`src/rtl/milesan_mmio_pkg.sv`:
```
// Shared MMIO signalling constants, bus types and sequencer enums.
// Latency: n/a (declarations only).
// Backpressure: n/a (declarations only).
package milesan_mmio_pkg;

  typedef logic [31:0] addr_t;
  typedef logic [63:0] data_t;
  typedef logic [7:0]  strb_t;

  localparam addr_t ADDR_STOP_SIG   = 32'h6000_0000;
  localparam addr_t ADDR_TRAP_SIG   = 32'h6000_0008;
  localparam addr_t ADDR_REG_DUMP   = 32'h6000_0010;
  localparam addr_t ADDR_FREG_DUMP  = 32'h6000_0018;
  localparam addr_t ADDR_REG_STREAM = 32'h6000_0020;

  localparam strb_t STRB_ALL = 8'hFF;

  // Dump sequencer states.
  typedef enum logic [2:0] {
    ST_IDLE,
    ST_RD,
    ST_LAT,
    ST_WR,
    ST_STOP,
    ST_DONE
  } state_e;

  // Owner of the write currently held on the MMIO request channel.
  typedef enum logic [1:0] {
    SRC_TRAP,
    SRC_STREAM,
    SRC_FSM
  } src_e;

endpackage

```
`src/rtl/mmio_stream_fifo.sv`:
```
// Synchronous FIFO of 64-bit value + 64-bit taint for the MMIO stream path.
// Latency: a pushed word is visible at head_*_o the cycle after the push.
// Backpressure: push while full is dropped (sticky overflow_o) unless a pop happens the same cycle.
// Ports: clk_i/rst_i; push_i, push_dat_i, push_t0_i; pop_i; head_* (oldest), next_* (second oldest);
//        count_o, full_o, empty_o, overflow_o.
module mmio_stream_fifo
  import milesan_mmio_pkg::*;
#(
  parameter int DEPTH = 4
) (
  input  logic                     clk_i,
  input  logic                     rst_i,
  input  logic                     push_i,
  input  logic [63:0]              push_dat_i,
  input  logic [63:0]              push_t0_i,
  input  logic                     pop_i,
  output logic [63:0]              head_dat_o,
  output logic [63:0]              head_t0_o,
  output logic [63:0]              next_dat_o,
  output logic [63:0]              next_t0_o,
  output logic [$clog2(DEPTH):0]   count_o,
  output logic                     full_o,
  output logic                     empty_o,
  output logic                     overflow_o
);

  localparam int          PW       = $clog2(DEPTH);
  localparam logic [PW:0] FULL_CNT = (PW+1)'(DEPTH);

  data_t         dat_mem_q [DEPTH];
  data_t         t0_mem_q  [DEPTH];
  logic [PW-1:0] wr_ptr_q, wr_ptr_d;
  logic [PW-1:0] rd_ptr_q, rd_ptr_d;
  logic [PW-1:0] rd_nxt;
  logic [PW:0]   cnt_q, cnt_d;
  logic          ovf_q, ovf_d;
  logic          push_ok, pop_ok;

  assign full_o     = (cnt_q == FULL_CNT);
  assign empty_o    = (cnt_q == '0);
  assign count_o    = cnt_q;
  assign overflow_o = ovf_q;
  // DEPTH is a power of two, so pointer arithmetic wraps naturally.
  assign rd_nxt     = rd_ptr_q + 1'b1;
  assign head_dat_o = dat_mem_q[rd_ptr_q];
  assign head_t0_o  = t0_mem_q[rd_ptr_q];
  assign next_dat_o = dat_mem_q[rd_nxt];
  assign next_t0_o  = t0_mem_q[rd_nxt];

  always_comb begin
    pop_ok   = pop_i && !empty_o;
    // A pop frees a slot this cycle, so a full FIFO still takes the push.
    push_ok  = push_i && (!full_o || pop_ok);
    ovf_d    = ovf_q | (push_i & ~push_ok);
    wr_ptr_d = push_ok ? wr_ptr_q + 1'b1 : wr_ptr_q;
    rd_ptr_d = pop_ok ? rd_nxt : rd_ptr_q;
    cnt_d    = cnt_q;
    if (push_ok && !pop_ok) begin
      cnt_d = cnt_q + 1'b1;
    end else if (pop_ok && !push_ok) begin
      cnt_d = cnt_q - 1'b1;
    end
  end

  always_ff @(posedge clk_i or posedge rst_i) begin
    if (rst_i) begin
      wr_ptr_q <= '0;
      rd_ptr_q <= '0;
      cnt_q    <= '0;
      ovf_q    <= 1'b0;
    end else begin
      wr_ptr_q <= wr_ptr_d;
      rd_ptr_q <= rd_ptr_d;
      cnt_q    <= cnt_d;
      ovf_q    <= ovf_d;
    end
  end

  // Storage needs no reset: empty/count gate every read.
  always_ff @(posedge clk_i) begin
    if (push_ok) begin
      dat_mem_q[wr_ptr_q] <= push_dat_i;
      t0_mem_q[wr_ptr_q]  <= push_t0_i;
    end
  end

endmodule

```
`src/rtl/mmio_regdump_sequencer.sv`:
```
// MMIO initiator: dumps x1..x(NUM_XREGS-1) to the register-dump address, then writes the stop signal;
// also forwards trap pulses and buffered stream words. Latency: RD->LAT->WR, request registered.
// Backpressure: request/addr/data/taint held until mmio_gnt_i; traps, then stream, preempt the dump.
// Ports: clk_i/rst_i; start_i, trap_i; stream_valid_i/data/_t0, stream_full_o; rf_raddr_o, rf_rdata_i/_t0;
//        mmio_req/we/addr/strb/wdata (+ _t0 shadows), mmio_gnt_i; busy_o, done_o, overflow_o.
// Optional: MILESAN_REGDUMP_FREG_EN adds NUM_FREGS, frf_raddr_o, frf_rdata_i(_t0) and dumps f0..f(NUM_FREGS-1)
//           to the float-dump address after the integer registers.
module mmio_regdump_sequencer
  import milesan_mmio_pkg::*;
#(
  parameter int NUM_XREGS    = 32,
  parameter int STREAM_DEPTH = 4
`ifdef MILESAN_REGDUMP_FREG_EN
  ,
  parameter int NUM_FREGS    = 32
`endif
) (
  input  logic        clk_i,
  input  logic        rst_i,
  input  logic        start_i,
  input  logic        trap_i,
  input  logic        stream_valid_i,
  input  logic [63:0] stream_data_i,
  input  logic [63:0] stream_data_i_t0,
  output logic        stream_full_o,
  output logic [4:0]  rf_raddr_o,
  input  logic [63:0] rf_rdata_i,
  input  logic [63:0] rf_rdata_i_t0,
`ifdef MILESAN_REGDUMP_FREG_EN
  output logic [4:0]  frf_raddr_o,
  input  logic [63:0] frf_rdata_i,
  input  logic [63:0] frf_rdata_i_t0,
`endif
  output logic        mmio_req_o,
  input  logic        mmio_gnt_i,
  output logic        mmio_we_o,
  output logic [31:0] mmio_addr_o,
  output logic [7:0]  mmio_strb_o,
  output logic [63:0] mmio_wdata_o,
  output logic [63:0] mmio_wdata_o_t0,
  output logic        mmio_req_o_t0,
  output logic        mmio_we_o_t0,
  output logic [31:0] mmio_addr_o_t0,
  output logic [7:0]  mmio_strb_o_t0,
  output logic        busy_o,
  output logic        done_o,
  output logic        overflow_o
);

  localparam int         CW     = $clog2(STREAM_DEPTH) + 1;
  localparam logic [4:0] X_LAST = 5'(NUM_XREGS - 1);
`ifdef MILESAN_REGDUMP_FREG_EN
  localparam logic [4:0] F_LAST = 5'(NUM_FREGS - 1);
`endif

  state_e        state_q, state_d;
  logic [4:0]    idx_q, idx_d;
  data_t         cap_dat_q, cap_dat_d;
  data_t         cap_t0_q, cap_t0_d;
  logic          issued_q, issued_d;
  logic          trap_pend_q, trap_pend_d;
  logic          req_q, req_d;
  addr_t         addr_q, addr_d;
  data_t         wdata_q, wdata_d;
  data_t         wt0_q, wt0_d;
  src_e          src_q, src_d;
`ifdef MILESAN_REGDUMP_FREG_EN
  logic          freg_q, freg_d;
`endif

  logic          granted, boundary, trap_clr, fsm_gnt, fsm_offer, fsm_load;
  logic          fifo_pop, fifo_empty, stream_avail;
  logic [CW-1:0] fifo_cnt;
  data_t         head_dat, head_t0, next_dat, next_t0;
  addr_t         dump_addr;

  mmio_stream_fifo #(.DEPTH(STREAM_DEPTH)) u_fifo (
    .clk_i      (clk_i),
    .rst_i      (rst_i),
    .push_i     (stream_valid_i),
    .push_dat_i (stream_data_i),
    .push_t0_i  (stream_data_i_t0),
    .pop_i      (fifo_pop),
    .head_dat_o (head_dat),
    .head_t0_o  (head_t0),
    .next_dat_o (next_dat),
    .next_t0_o  (next_t0),
    .count_o    (fifo_cnt),
    .full_o     (stream_full_o),
    .empty_o    (fifo_empty),
    .overflow_o (overflow_o)
  );

  // Write-channel arbitration; a new write is chosen only when the channel is free or just granted.
  always_comb begin
    granted     = req_q & mmio_gnt_i;
    boundary    = ~req_q | mmio_gnt_i;
    trap_clr    = granted && (src_q == SRC_TRAP);
    fsm_gnt     = granted && (src_q == SRC_FSM);
    // Stream entries stay in the FIFO until granted, so the held write is the head entry.
    fifo_pop    = granted && (src_q == SRC_STREAM);
    trap_pend_d = trap_i | (trap_pend_q & ~trap_clr);
    // When the head leaves this cycle, the following entry may go straight out (back-to-back).
    stream_avail = fifo_pop ? (fifo_cnt > CW'(1)) : ~fifo_empty;
    fsm_offer   = ((state_q == ST_WR) || (state_q == ST_STOP)) && !issued_q;
    fsm_load    = 1'b0;
    req_d       = req_q;
    addr_d      = addr_q;
    wdata_d     = wdata_q;
    wt0_d       = wt0_q;
    src_d       = src_q;
    if (boundary) begin
      if (trap_pend_q && !trap_clr) begin
        req_d   = 1'b1;
        addr_d  = ADDR_TRAP_SIG;
        wdata_d = '0;
        wt0_d   = '0;
        src_d   = SRC_TRAP;
      end else if (stream_avail) begin
        req_d   = 1'b1;
        addr_d  = ADDR_REG_STREAM;
        wdata_d = fifo_pop ? next_dat : head_dat;
        wt0_d   = fifo_pop ? next_t0 : head_t0;
        src_d   = SRC_STREAM;
      end else if (fsm_offer) begin
        req_d    = 1'b1;
        fsm_load = 1'b1;
        src_d    = SRC_FSM;
        if (state_q == ST_STOP) begin
          addr_d  = ADDR_STOP_SIG;
          wdata_d = '0;
          wt0_d   = '0;
        end else begin
          addr_d  = dump_addr;
          wdata_d = cap_dat_q;
          wt0_d   = cap_t0_q;
        end
      end else begin
        req_d = 1'b0;
      end
    end
  end

  // Dump sequencer next-state logic. The captured value waits in WR while other writes preempt it.
  always_comb begin
    state_d    = state_q;
    idx_d      = idx_q;
    cap_dat_d  = cap_dat_q;
    cap_t0_d   = cap_t0_q;
    rf_raddr_o = '0;
    dump_addr  = ADDR_REG_DUMP;
    // issued_q marks that the pending FSM write already sits on the channel.
    issued_d   = fsm_gnt ? 1'b0 : (fsm_load ? 1'b1 : issued_q);
`ifdef MILESAN_REGDUMP_FREG_EN
    freg_d      = freg_q;
    frf_raddr_o = '0;
    if (freg_q) dump_addr = ADDR_FREG_DUMP;
`endif
    case (state_q)
      ST_IDLE: begin
        if (start_i) begin
          state_d = ST_RD;
          idx_d   = 5'd1;
`ifdef MILESAN_REGDUMP_FREG_EN
          freg_d  = 1'b0;
`endif
        end
      end
      ST_RD: begin
`ifdef MILESAN_REGDUMP_FREG_EN
        if (freg_q) frf_raddr_o = idx_q;
        else        rf_raddr_o  = idx_q;
`else
        rf_raddr_o = idx_q;
`endif
        state_d = ST_LAT;
      end
      ST_LAT: begin
`ifdef MILESAN_REGDUMP_FREG_EN
        cap_dat_d = freg_q ? frf_rdata_i : rf_rdata_i;
        cap_t0_d  = freg_q ? frf_rdata_i_t0 : rf_rdata_i_t0;
`else
        cap_dat_d = rf_rdata_i;
        cap_t0_d  = rf_rdata_i_t0;
`endif
        state_d = ST_WR;
      end
      ST_WR: begin
        if (fsm_gnt) begin
`ifdef MILESAN_REGDUMP_FREG_EN
          if (freg_q) begin
            if (idx_q == F_LAST) state_d = ST_STOP;
            else begin
              idx_d   = idx_q + 5'd1;
              state_d = ST_RD;
            end
          end else if (idx_q == X_LAST) begin
            freg_d  = 1'b1;
            idx_d   = 5'd0;
            state_d = ST_RD;
          end else begin
            idx_d   = idx_q + 5'd1;
            state_d = ST_RD;
          end
`else
          if (idx_q == X_LAST) begin
            state_d = ST_STOP;
          end else begin
            idx_d   = idx_q + 5'd1;
            state_d = ST_RD;
          end
`endif
        end
      end
      ST_STOP: begin
        if (fsm_gnt) state_d = ST_DONE;
      end
      ST_DONE: state_d = ST_DONE;
      default: state_d = ST_IDLE;
    endcase
  end

  always_ff @(posedge clk_i or posedge rst_i) begin
    if (rst_i) begin
      state_q     <= ST_IDLE;
      idx_q       <= '0;
      cap_dat_q   <= '0;
      cap_t0_q    <= '0;
      issued_q    <= 1'b0;
      trap_pend_q <= 1'b0;
      req_q       <= 1'b0;
      addr_q      <= '0;
      wdata_q     <= '0;
      wt0_q       <= '0;
      src_q       <= SRC_FSM;
`ifdef MILESAN_REGDUMP_FREG_EN
      freg_q      <= 1'b0;
`endif
    end else begin
      state_q     <= state_d;
      idx_q       <= idx_d;
      cap_dat_q   <= cap_dat_d;
      cap_t0_q    <= cap_t0_d;
      issued_q    <= issued_d;
      trap_pend_q <= trap_pend_d;
      req_q       <= req_d;
      addr_q      <= addr_d;
      wdata_q     <= wdata_d;
      wt0_q       <= wt0_d;
      src_q       <= src_d;
`ifdef MILESAN_REGDUMP_FREG_EN
      freg_q      <= freg_d;
`endif
    end
  end

  assign mmio_req_o      = req_q;
  assign mmio_we_o       = req_q;
  assign mmio_strb_o     = req_q ? STRB_ALL : '0;
  assign mmio_addr_o     = addr_q;
  assign mmio_wdata_o    = wdata_q;
  assign mmio_wdata_o_t0 = wt0_q;
  assign mmio_req_o_t0   = 1'b0;
  assign mmio_we_o_t0    = 1'b0;
  assign mmio_addr_o_t0  = '0;
  assign mmio_strb_o_t0  = '0;
  assign busy_o          = (state_q != ST_IDLE) && (state_q != ST_DONE);
  assign done_o          = (state_q == ST_DONE);

endmodule

```
`config.mk`:
```
export PLATFORM = sky130hd
export DESIGN_NAME = mmio_regdump_sequencer
export DESIGN_NICKNAME = d
export VERILOG_FILES = /design/src/rtl/milesan_mmio_pkg.sv /design/src/rtl/mmio_stream_fifo.sv /design/src/rtl/mmio_regdump_sequencer.sv
export SDC_FILE = /design/constraint.sdc
export NUM_CORES = 1
export LEC_CHECK = 0
export BUFFER_PORTS_ARGS = -buffer_cell sky130_fd_sc_hd__buf_4
export CAP_MARGIN = 20
export CORE_MARGIN = 2
export CORE_UTILIZATION = 63
export DETAILED_ROUTE_END_ITERATION = 10
export MAX_ROUTING_LAYER = met4
export PLACE_DENSITY = 0.86
export SYNTH_ARGS = -nofsm -noshare
export SYNTH_HDL_FRONTEND = slang
export SYNTH_HIERARCHICAL = 1
export SYNTH_SLANG_ARGS = --single-unit
export TNS_END_PERCENT = 20
```
`constraint.sdc`:
```
create_clock -name clk_i -period 18.9 [get_ports clk_i]
set_input_delay 1.89 -clock clk_i [delete_from_list [all_inputs] [get_ports clk_i]]
set_output_delay 1.89 -clock clk_i [all_outputs]
set_load 0.01 [all_outputs]
```
# == Word level (Yosys, flattened, before mapping) ==
# Memory sizes are Yosys's and may differ from the RTL's.
# Index checks and enable logic that the tools add are counted.
# word_totals
regBits,309
ramBits,512
inputBits,262
output_inout_bits,221
word_cells,117
memories,2
# memory_table
name,depth,word_bits,rd,rd_clocked_by_memory_dff,wr,line_no,text
u_fifo.dat_mem_q,4,64,2,0,1,mmio_stream_fifo.sv:30,data_t dat_mem_q [DEPTH];
u_fifo.t0_mem_q,4,64,2,0,1,mmio_stream_fifo.sv:31,data_t t0_mem_q [DEPTH];
# op_classes
n_addsub,5
magnitude_cmp,1
eq_ne,14
mux,41
bitwise,10
reduce_logical,29
# op_table
cell,n
2-to-1 mux 64 bit,10
2-to-1 mux 32 bit,3
2-to-1 mux 5 bit,5
2-to-1 mux 3 bit,6
case mux 3 bit (6 select lines),1
2-to-1 mux 1 bit,11
logical AND 1 bit,10
case mux 5 bit (2 select lines),1
equality test 3 bit (second input constant),3
2-to-1 mux 8 bit,1
inequality test 2 bit (second input constant),4
equality test 3 x 2 -> 1 bit (second input constant),2
logical NOT 1 bit,6
logical NOT 3 bit,2
2-to-1 mux 2 bit,3
nonzero test 2 bit,3
nonzero test 3 bit,2
adder 5 x 1 -> 5 bit (second input constant),1
equality test 5 bit (second input constant),1
adder 2 x 1 -> 2 bit (second input constant),2
inverter 1 bit,4
AND reduction 4 bit,1
adder 3 x 1 -> 3 bit (second input constant),1
bitwise AND 1 bit,3
11 further kinds,14

# == Longest topological paths before layout ==
# Gate-level depths: netlist (run 1).
# depth
ltp_word,9
depth_mapped,13
mapped_depth_nobuf,9

# == Cells and area by module ==
# The synthesis (run 1) kept the hierarchy.
# by_module_without_submodules
mod,instances,cells_per_inst,area_per_inst_um2,seq_area_each_um2
mmio_stream_fifo,1,865,22127.5,15574.9
mmio_regdump_sequencer,1,1203,13942.1,6807.8

# == Worst setup path before layout (run 1) ==
# Ideal clock, no wire load.
# synth_path
path_type,input-to-reg
from,in mmio_gnt_i
to,mem u_fifo/dat_mem_q[0][0] (netlist bit) (enable)
setup_ps,503
arrival_ps,6151
required_ps,18397
path_slack_ps,12246
path_stages,8
n_path_buf,4
path_cell_list,and4b_1 -> buf_2 -> clkbuf_1 -> clkbuf_1 -> nor4b_2 -> nor2b_1 -> buf_2 -> and2_1
# synth_via
elab_chain_len,7
# synth_lines
element,line_no,text
start: declaration,mmio_regdump_sequencer.sv:35,"input logic mmio_gnt_i,"
bitwise AND 1 bit,mmio_regdump_sequencer.sv:96,granted = req_q & mmio_gnt_i;
logical AND 1 bit,mmio_regdump_sequencer.sv:101,fifo_pop = granted && (src_q == SRC_STREAM);
via fifo_pop,mmio_regdump_sequencer.sv:72,"logic fifo_pop, fifo_empty, stream_avail;"
logical AND 1 bit,mmio_stream_fifo.sv:51,pop_ok = pop_i && !empty_o;
logical OR 1 bit,mmio_stream_fifo.sv:53,push_ok = push_i && (!full_o || pop_ok);
logical AND 1 bit,mmio_stream_fifo.sv:53,
via u_fifo.push_ok,mmio_stream_fifo.sv:37,"logic push_ok, pop_ok;"
2-to-1 mux 1 bit,mmio_stream_fifo.sv:81,if (push_ok) begin
2-to-1 mux 1 bit (not written as such),mmio_stream_fifo.sv:82,dat_mem_q[wr_ptr_q] <= push_dat_i;
end: declaration,mmio_stream_fifo.sv:30,
# The timed path passes the listed nets, and every way through them passes these cells.

# == Final worst setup path (run 1) ==
# layout_path
from,in mmio_gnt_i
to,reg wt0_q[17] (netlist: mmio_wdata_o_t0[17])
# layout_via
elab_chain_len,6
elab_cells_between_ends,12
cone_classes,4 x mux; 2 x bitwise; 6 x reduce/logical
# layout_lines
element,line_no,text
bitwise AND 1 bit,mmio_regdump_sequencer.sv:96,
logical AND 1 bit,mmio_regdump_sequencer.sv:98,trap_clr = granted && (src_q == SRC_TRAP);
logical NOT 1 bit,mmio_regdump_sequencer.sv:113,if (trap_pend_q && !trap_clr) begin
logical AND 1 bit,mmio_regdump_sequencer.sv:113,
nonzero test 3 bit (no source line),--,
AND reduction 2 bit (no source line),--,
end signal: assignment,mmio_regdump_sequencer.sv:249,wt0_q <= wt0_d;
end: declaration,mmio_regdump_sequencer.sv:65,"data_t wt0_q, wt0_d;"
# Several ways; a longest one is shown, not always the timed one.
# A chain may end at the register's enable or synchronous reset.

==> results of run 1 <==
-- worst paths after layout --
kind,startpoint,end,slack (ns),depth (start not counted)
max,mmio_gnt_i,mmio_wdata_o_t0[17],13.53,6
max in group asynchronous,rst_i,mmio_wdata_o[22],15.38,5
max reg2reg,mmio_req_o,mmio_wdata_o_t0[17],14.25,5
min reg2reg,mmio_wdata_o_t0[26],mmio_wdata_o_t0[26],0.49,1
min in group asynchronous,rst_i,u_fifo/count_o[2],1.29,2
min,mmio_wdata_o_t0[26],mmio_wdata_o_t0[26],0.49,1
-- report_power, final --
group	internal, mW	switching [mW]	total, mW
sequential	2.28	0.273	2.55
combinational	1.16	1.20	2.36
clock	0.940	0.666	1.61
total	4.37	2.14	6.51
-- flip-flops by register name (all words and copies together), names as in the netlist, 2 cells and up --
register and cells:
cap_dat_q 64, cap_t0_q 64, idx_q 5, mmio_addr_o 3, mmio_wdata_o 64, mmio_wdata_o_t0 64, src_q 2, state_q 3
u_fifo/count_o 3, u_fifo/dat_mem_q 256, u_fifo/rd_ptr_q 2, u_fifo/t0_mem_q 256, u_fifo/wr_ptr_q 2
-- placed cells by master, fill, tap and decap left out, drive strengths merged, types with 3 or more instances in the layout --
| cell type | Yosys | layout |
|---|---|---|
| edfxtp | 512 | 512 |
| buf | 168 | 441 |
| dfrtp | 279 | 279 |
| mux4 | 256 | 256 |
| nor3b | 131 | 131 |
| mux2 | 131 | 131 |
| and3 | 130 | 130 |
| o2bb2ai | 129 | 129 |
| a311oi | 128 | 128 |
| clkbuf | 104 | 118 |
| conb | 1 | 69 |
| clkinv | 0 | 23 |
| diode | 0 | 20 |
| inv | 10 | 15 |
| and2 | 9 | 9 |
| o21ai | 8 | 8 |
| nand2 | 7 | 7 |
| ha | 7 | 7 |
| a21oi | 6 | 6 |
| bufinv | 0 | 6 |
| nor2 | 5 | 5 |
| xnor2 | 5 | 5 |
| nand2b | 5 | 5 |
| nand3b | 3 | 3 |
| a31oi | 3 | 3 |
-- metrics by stage --
step	util [%]	area (um^2)	hold slack (ns)
after detailed placement	68.9	38900	0.476
after floorplan	-	36300	0.470
final	73.9	41700	0.492
after global placement	68.9	38900	0.473
after global routing	73.9	41700	0.505
after CTS	73.7	41600	0.494
-- cells by family after synthesis --
| group | Yosys count | share of synthesized area (%) |
|---|---|---|
| simple gates | 307 | 5.78 |
| mux | 388 | 20.1 |
| buf+inv | 282 | 4.88 |
| xor+xnor | 7 | 0.170 |
| other cells | 1 | 0.0104 |
| flops | 792 | 62.1 |
| fa+ha+maj | 8 | 0.298 |
| compound gates | 283 | 6.69 |
-- routing by layer --
| metal | vias up | global-route usage [%] |
|---|---|---|
| li1 | 9064 | - |
| met1 | 11600 | 40.6 |
| met2 | 1429 | 51.2 |
| met3 | 231 | 5.73 |
| met4 | 0 | 14.9 |
| met5 | - | - |
-- area by class of cell --
cell class	count	area, um^2	share of cell area [%]
Sequential cell	792	22400	53.6
Tap cell	756	946	2.27
Antenna cell	20	50.0	0.120
Multi-Input combinational cell	1062	12200	29.3
Clock buffer	118	2320	5.56
Clock inverter	35	367	0.878
Inverter	10	45.0	0.108
Timing Repair Buffer	441	3400	8.13
==> results.py, run 1 <==
metrics = {
    "status": {
        "status": "completed",
    },
    "worst_setup_path": {
        "cpLargestDelayFamily": "compound AO/OA/AOI/OAI gates",
        "cp_slowest_cell": "a31o_4",
        "arrival_ns": 5.90,
        "cp_num_buf_inv": 2,
        "cp_data_required_time_ns": 19.43,
        "startpoint_type": "input pin",
        "cp_cell_sequence": "buf_4 -> and4b_4 -> mux2_4 -> a31o_4 -> buf_4 -> o2bb2ai_1",
        "worstSetupPathType": "input pin to flop",
        "crit_path_end_kind": "flop",
        "cpMostUsedCell": "buf_4",
        "cp_max_fo": 72,
        "critPathMaxStageDelay_ns": 0.91,
    },
    "clock_tree": {
        "cts_made_buffers": 82,
        "hold_buffers": 0,
        "cts_setup_buffers": 0,
        "clock_sinks": 792,
        "path_clk_slew_ns": 0.06,
        "cts_root_buf": "clkbuf_16",
        "clk_path_buf_depth": 3,
        "htree_num_levels": 3,
        "cts_tree": "yes",
        "clkLatencyLatePin_ns": 0.63,
        "cts_resized": 0,
    },
    "route": {
        "routed.top_layer": "met4",
        "ant_nets": 0,
        "dr_wl_met2_um": 46900,
        "drt_iter0_drc": 2553,
        "vias_per_cell": 6.90,
        "vias": 22300,
        "wire_per_inst_um": 28.3,
        "drc": 0,
        "dr.pass1.iters": 7,
        "route.met3.wl_um": 8450,
        "routed_wl_um": 91600,
        "wl_met1_um": 32100,
    },
    "global_route": {
        "grt_max_degree": 168,
        "gr-total-overflow": 0,
        "track_usage_pct": 32.1,
        "grt_first_pass_wirelength_um": 140000,
        "grt_pass1_vias": 22700,
        "antenna_found_initial": 20,
    },
    "synth": {
        "ys_seq_area_share_pct": 62.1,
        "yosys-top-cells-count": "edfxtp_1 (512), dfrtp_1 (279), mux4_2 (256)",
        "mappedNetlistArea_mm2": 0.0361,
        "yosys_most_used_dff": "edfxtp_1",
        "ys_warn_count": 6,
        "synth-edff-count": 512,
        "ys_seq_elements": 792,
        "yosysUniqueCellTypes": 49,
        "yosysTopAreaCell": "edfxtp_1",
        "ys_async_sr_fraction_pct": 35.4,
        "synth.most_common_cell": "edfxtp_1",
        "synth_top_area_share_pct": 42.6,
        "netlist_instances": 2068,
        "yosys-top-cells-area": "edfxtp_1 (43%), dfrtp_1 (19%), mux4_2 (16%)",
        "avgSynthCellArea_um2": 17.4,
    },
    "power_and_ir_drop": {
        "power.density_mw_per_mm2": 156,
        "total_power_mw": 6.51,
        "ir_drop_mv": 0.126,
        "leakagePower_nw": 15.8,
    },
    "sta": {
        "drv_slew": 0,
        "final.setup_skew_ns": 0.0234,
        "worst_slew_margin_rel_pct": 23.7,
        "rsz0062_at_grt": "false",
        "period_minus_slack_ns": 5.37,
        "timing.fmax_mhz": 186,
        "fin_ws_ns": 13.53,
        "finalHoldViolCount": 0,
        "fin_crit_sh_pct": 28.4,
        "worst_pin_slew_ns": 1.14,
        "setup_tns_ns": 0,
        "setup_viol": 0,
    },
    "final_layout": {
        "drive_gt1_share_pct": 39.3,
        "nets": 2659,
        "fillers": 3217,
        "instances_no_fill": 3234,
        "area_delta_synth_final_pct": 15.7,
    },
    "floorplan": {
        "initial_core_util_pct": 63.8,
        "die_width_um": 243,
        "core_area_mm2": 0.0565,
        "die_h_um": 243,
        "io_pins": 483,
        "rows": 87,
        "dieArea_mm2": 0.0592,
    },
    "place": {
        "pre_cts_slack_ns": 13.06,
        "gp_congestion": 0.833,
        "dp.cells": 3058,
        "hpwl_um": 53400,
        "io_buffers": 413,
    },
    "hold_path": {
        "hp-class": "flop to flop",
    },
    "flow_run": {
        "maxCapViolCount": 0,
    },
}
Note: power is estimated with default switching activity, not from simulation.
==> run 2: changes to the inputs <==
- CORE_UTILIZATION: 63 -> 52
- PLACE_DENSITY: 0.86 -> 0.76
- clock period: 18.9 -> 4.64 ns (I/O delays scaled with it)
==> run 2 against run 1 <==
Effect of this change: total power grew to 4.1 times the previous value; via count is 2.2% lower; routed wire length is 0.38% higher; critical path type is now flop to flop; critical endpoint is now mmio_wdata_o[55]; largest cell class unchanged.
==> results.py, run 2 (synthesis results as in run 1) <==
metrics = {
    "global_route": {
        "grt_first_pass_wirelength_um": 138000,
        "track_usage_pct": 26.5,
        "use_met1_pct": 32.0,
        "gr-total-overflow": 0,
        "gr-usage-met3_pct": 4.89,
        "grt-busiest-layer": "met2",
        "antenna_found_initial": 13,
        "use_met2_pct": 43.5,
        "grt_pass1_vias": 22600,
        "grt_max_degree": 129,
    },
    "final_layout": {
        "fillers": 4867,
        "final_common_cell": "edfxtp_1",
        "drive_gt1_share_pct": 39.8,
        "nets": 2688,
        "mostFrequentLayoutCells": "edfxtp_1 (512), buf_4 (450), dfrtp_1 (277), mux4_2 (256)",
        "top_regs": "u_fifo/dat_mem_q x256, u_fifo/t0_mem_q x256",
        "area_delta_synth_final_pct": 17.2,
        "final_area_mm2": 0.0423,
    },
    "status": {
        "status": "completed",
    },
    "power_and_ir_drop": {
        "power.density_mw_per_mm2": 629,
        "ir_drop_mv": 0.422,
        "leakagePower_nw": 16.0,
    },
    "route": {
        "dr.pass1.iters": 5,
        "routed_wl_um": 91900,
        "wire_per_inst_um": 26.8,
        "ant_nets": 0,
        "vias": 21800,
        "vias_per_cell": 6.37,
        "drc": 0,
        "drt_iter0_drc": 2301,
    },
    "worst_setup_path": {
        "worstSetupPathType": "flop to flop",
        "endpoint": "mmio_wdata_o[55]",
        "critPathMaxStageDelay_ns": 0.77,
        "r2r_end": "mmio_wdata_o[55]",
        "startpoint": "mmio_req_o",
        "rr_startpoint": "mmio_req_o",
        "arrival_ns": 3.66,
        "crit_path_end_kind": "flop",
        "cp_data_required_time_ns": 5.12,
        "cp_cell_sequence": "and4b_4 -> buf_4 -> buf_4 -> nor3b_1 -> a311oi_1 -> o2bb2ai_1",
        "startpoint_type": "flop",
        "cp_max_fo": 86,
        "worst-r2r-setup-slack_ns": 1.46,
        "reg2reg_depth": 6,
        "cpMostUsedCell": "buf_4",
        "cp_slowest_cell": "buf_4",
    },
    "floorplan": {
        "core_area_mm2": 0.0686,
        "rows": 96,
        "io_pins": 483,
        "die_h_um": 267,
        "dieArea_mm2": 0.0715,
        "die_width_um": 267,
        "initial_core_util_pct": 52.6,
    },
    "clock_tree": {
        "cts_setup_buffers": 0,
        "cts_made_buffers": 82,
        "clk_path_buf_depth": 3,
        "cts_tree": "yes",
        "cts_root_buf": "clkbuf_16",
        "path_clk_slew_ns": 0.06,
        "clock_sinks": 792,
        "cts_resized": 0,
        "htree_num_levels": 3,
        "clkLatencyLatePin_ns": 0.62,
    },
    "sta": {
        "drv_slew": 0,
        "period_minus_slack_ns": 3.18,
        "fin_crit_sh_pct": 68.5,
        "setup_viol": 0,
        "timing.fmax_mhz": 315,
        "final.setup_skew_ns": 0.0227,
        "finalHoldViolCount": 0,
        "rsz0062_at_grt": "false",
        "worst_pin_slew_ns": 1.08,
        "hold_ws_ns": 0.0390,
        "worst_slew_margin_rel_pct": 28.3,
    },
    "place": {
        "place_area_mm2": 0.0395,
        "hpwl_um": 56100,
        "gp_congestion": 0.827,
        "io_buffers": 413,
    },
    "flow_run": {
        "maxCapViolCount": 0,
    },
    "hold_path": {
        "worstHoldPathCells": 1,
        "hp-class": "input pin to flop",
    },
}
==> run 2: cell types whose count changed in the layout (fill, tap and decap cells not counted), sizes merged <==
cell	before	now
dlygate4sd3	0	1
clkinv	23	24
buf	441	469
diode	20	13
inv	15	13
bufinv	6	4
==> run 2: power breakdown <==
| group | internal, mW | leakage, nW | total [mW] | switching [mW] |
|---|---|---|---|---|
| combinational | 4.92 | 6.46 | 9.76 | 4.84 |
| sequential | 9.25 | 8.21 | 10.4 | 1.13 |
| clock | 3.78 | 1.30 | 6.46 | 2.68 |
==> run 2: layer usage <==
metal  part of all wire (%)  wire length, um
met5                      0                0
met4                    4.3             3970
met3                    7.8             7150
met2                     51            47200
met1                     37            33600
==> run 2: critical path: cells and delay by family, from the launching register on <==
family,cells,cell delay [ns]
AOI/OAI and AO/OA,2,0.46
DFF,1,0.59
and+or+nand+nor,2,0.48
buffers and inverters,2,1.37
==> run 2: worst min path at each step <==
| stage | to | slack (ns) | startpoint |
|---|---|---|---|
| floorplan | u_fifo/count_o[0] | 0.28 | rst_i |
| global placement | u_fifo/overflow_o | 0.47 | rst_i |
| detailed placement | u_fifo/overflow_o | 0.47 | rst_i |
| CTS | u_fifo/t0_mem_q[2][16] | 0.0004 | stream_data_i_t0[16] |
| global route | u_fifo/t0_mem_q[1][8] | 0.02 | stream_data_i_t0[8] |
| finish | u_fifo/t0_mem_q[2][16] | 0.04 | stream_data_i_t0[16] |
==> run 2: final cells by class <==
cell class,instances,area (um^2),share of cell area (%)
Sequential cell,792,22400,53.0
Clock inverter,32,265,0.627
Clock buffer,118,2370,5.61
Timing Repair Buffer,470,3780,8.93
Inverter,10,41.3,0.0977
Antenna cell,13,32.5,0.0770
Tap cell,931,1160,2.76
Multi-Input combinational cell,1062,12200,28.9
==> run 2: timing repair <==
| action | CTS | global route |
|---|---|---|
| hold buffers | 1 | 0 |
| setup endpoints to repair | 0 | 0 |
| endpoints found under the hold margin | 8 | 0 |
==> run 2: stage by stage <==
stage	power (mW)	std cells	setup TNS [ns]	utilization, %	setup WS [ns]
finish	26.6	3428	0	61.6	1.46
global route	27.8	3428	0	61.6	1.32
CTS	26.7	3413	0	61.5	1.46
detailed placement	20.2	3262	0	57.7	1.48
global placement	19.9	3262	0	57.7	1.58
floorplan	17.4	2136	-377.61	-	-0.738
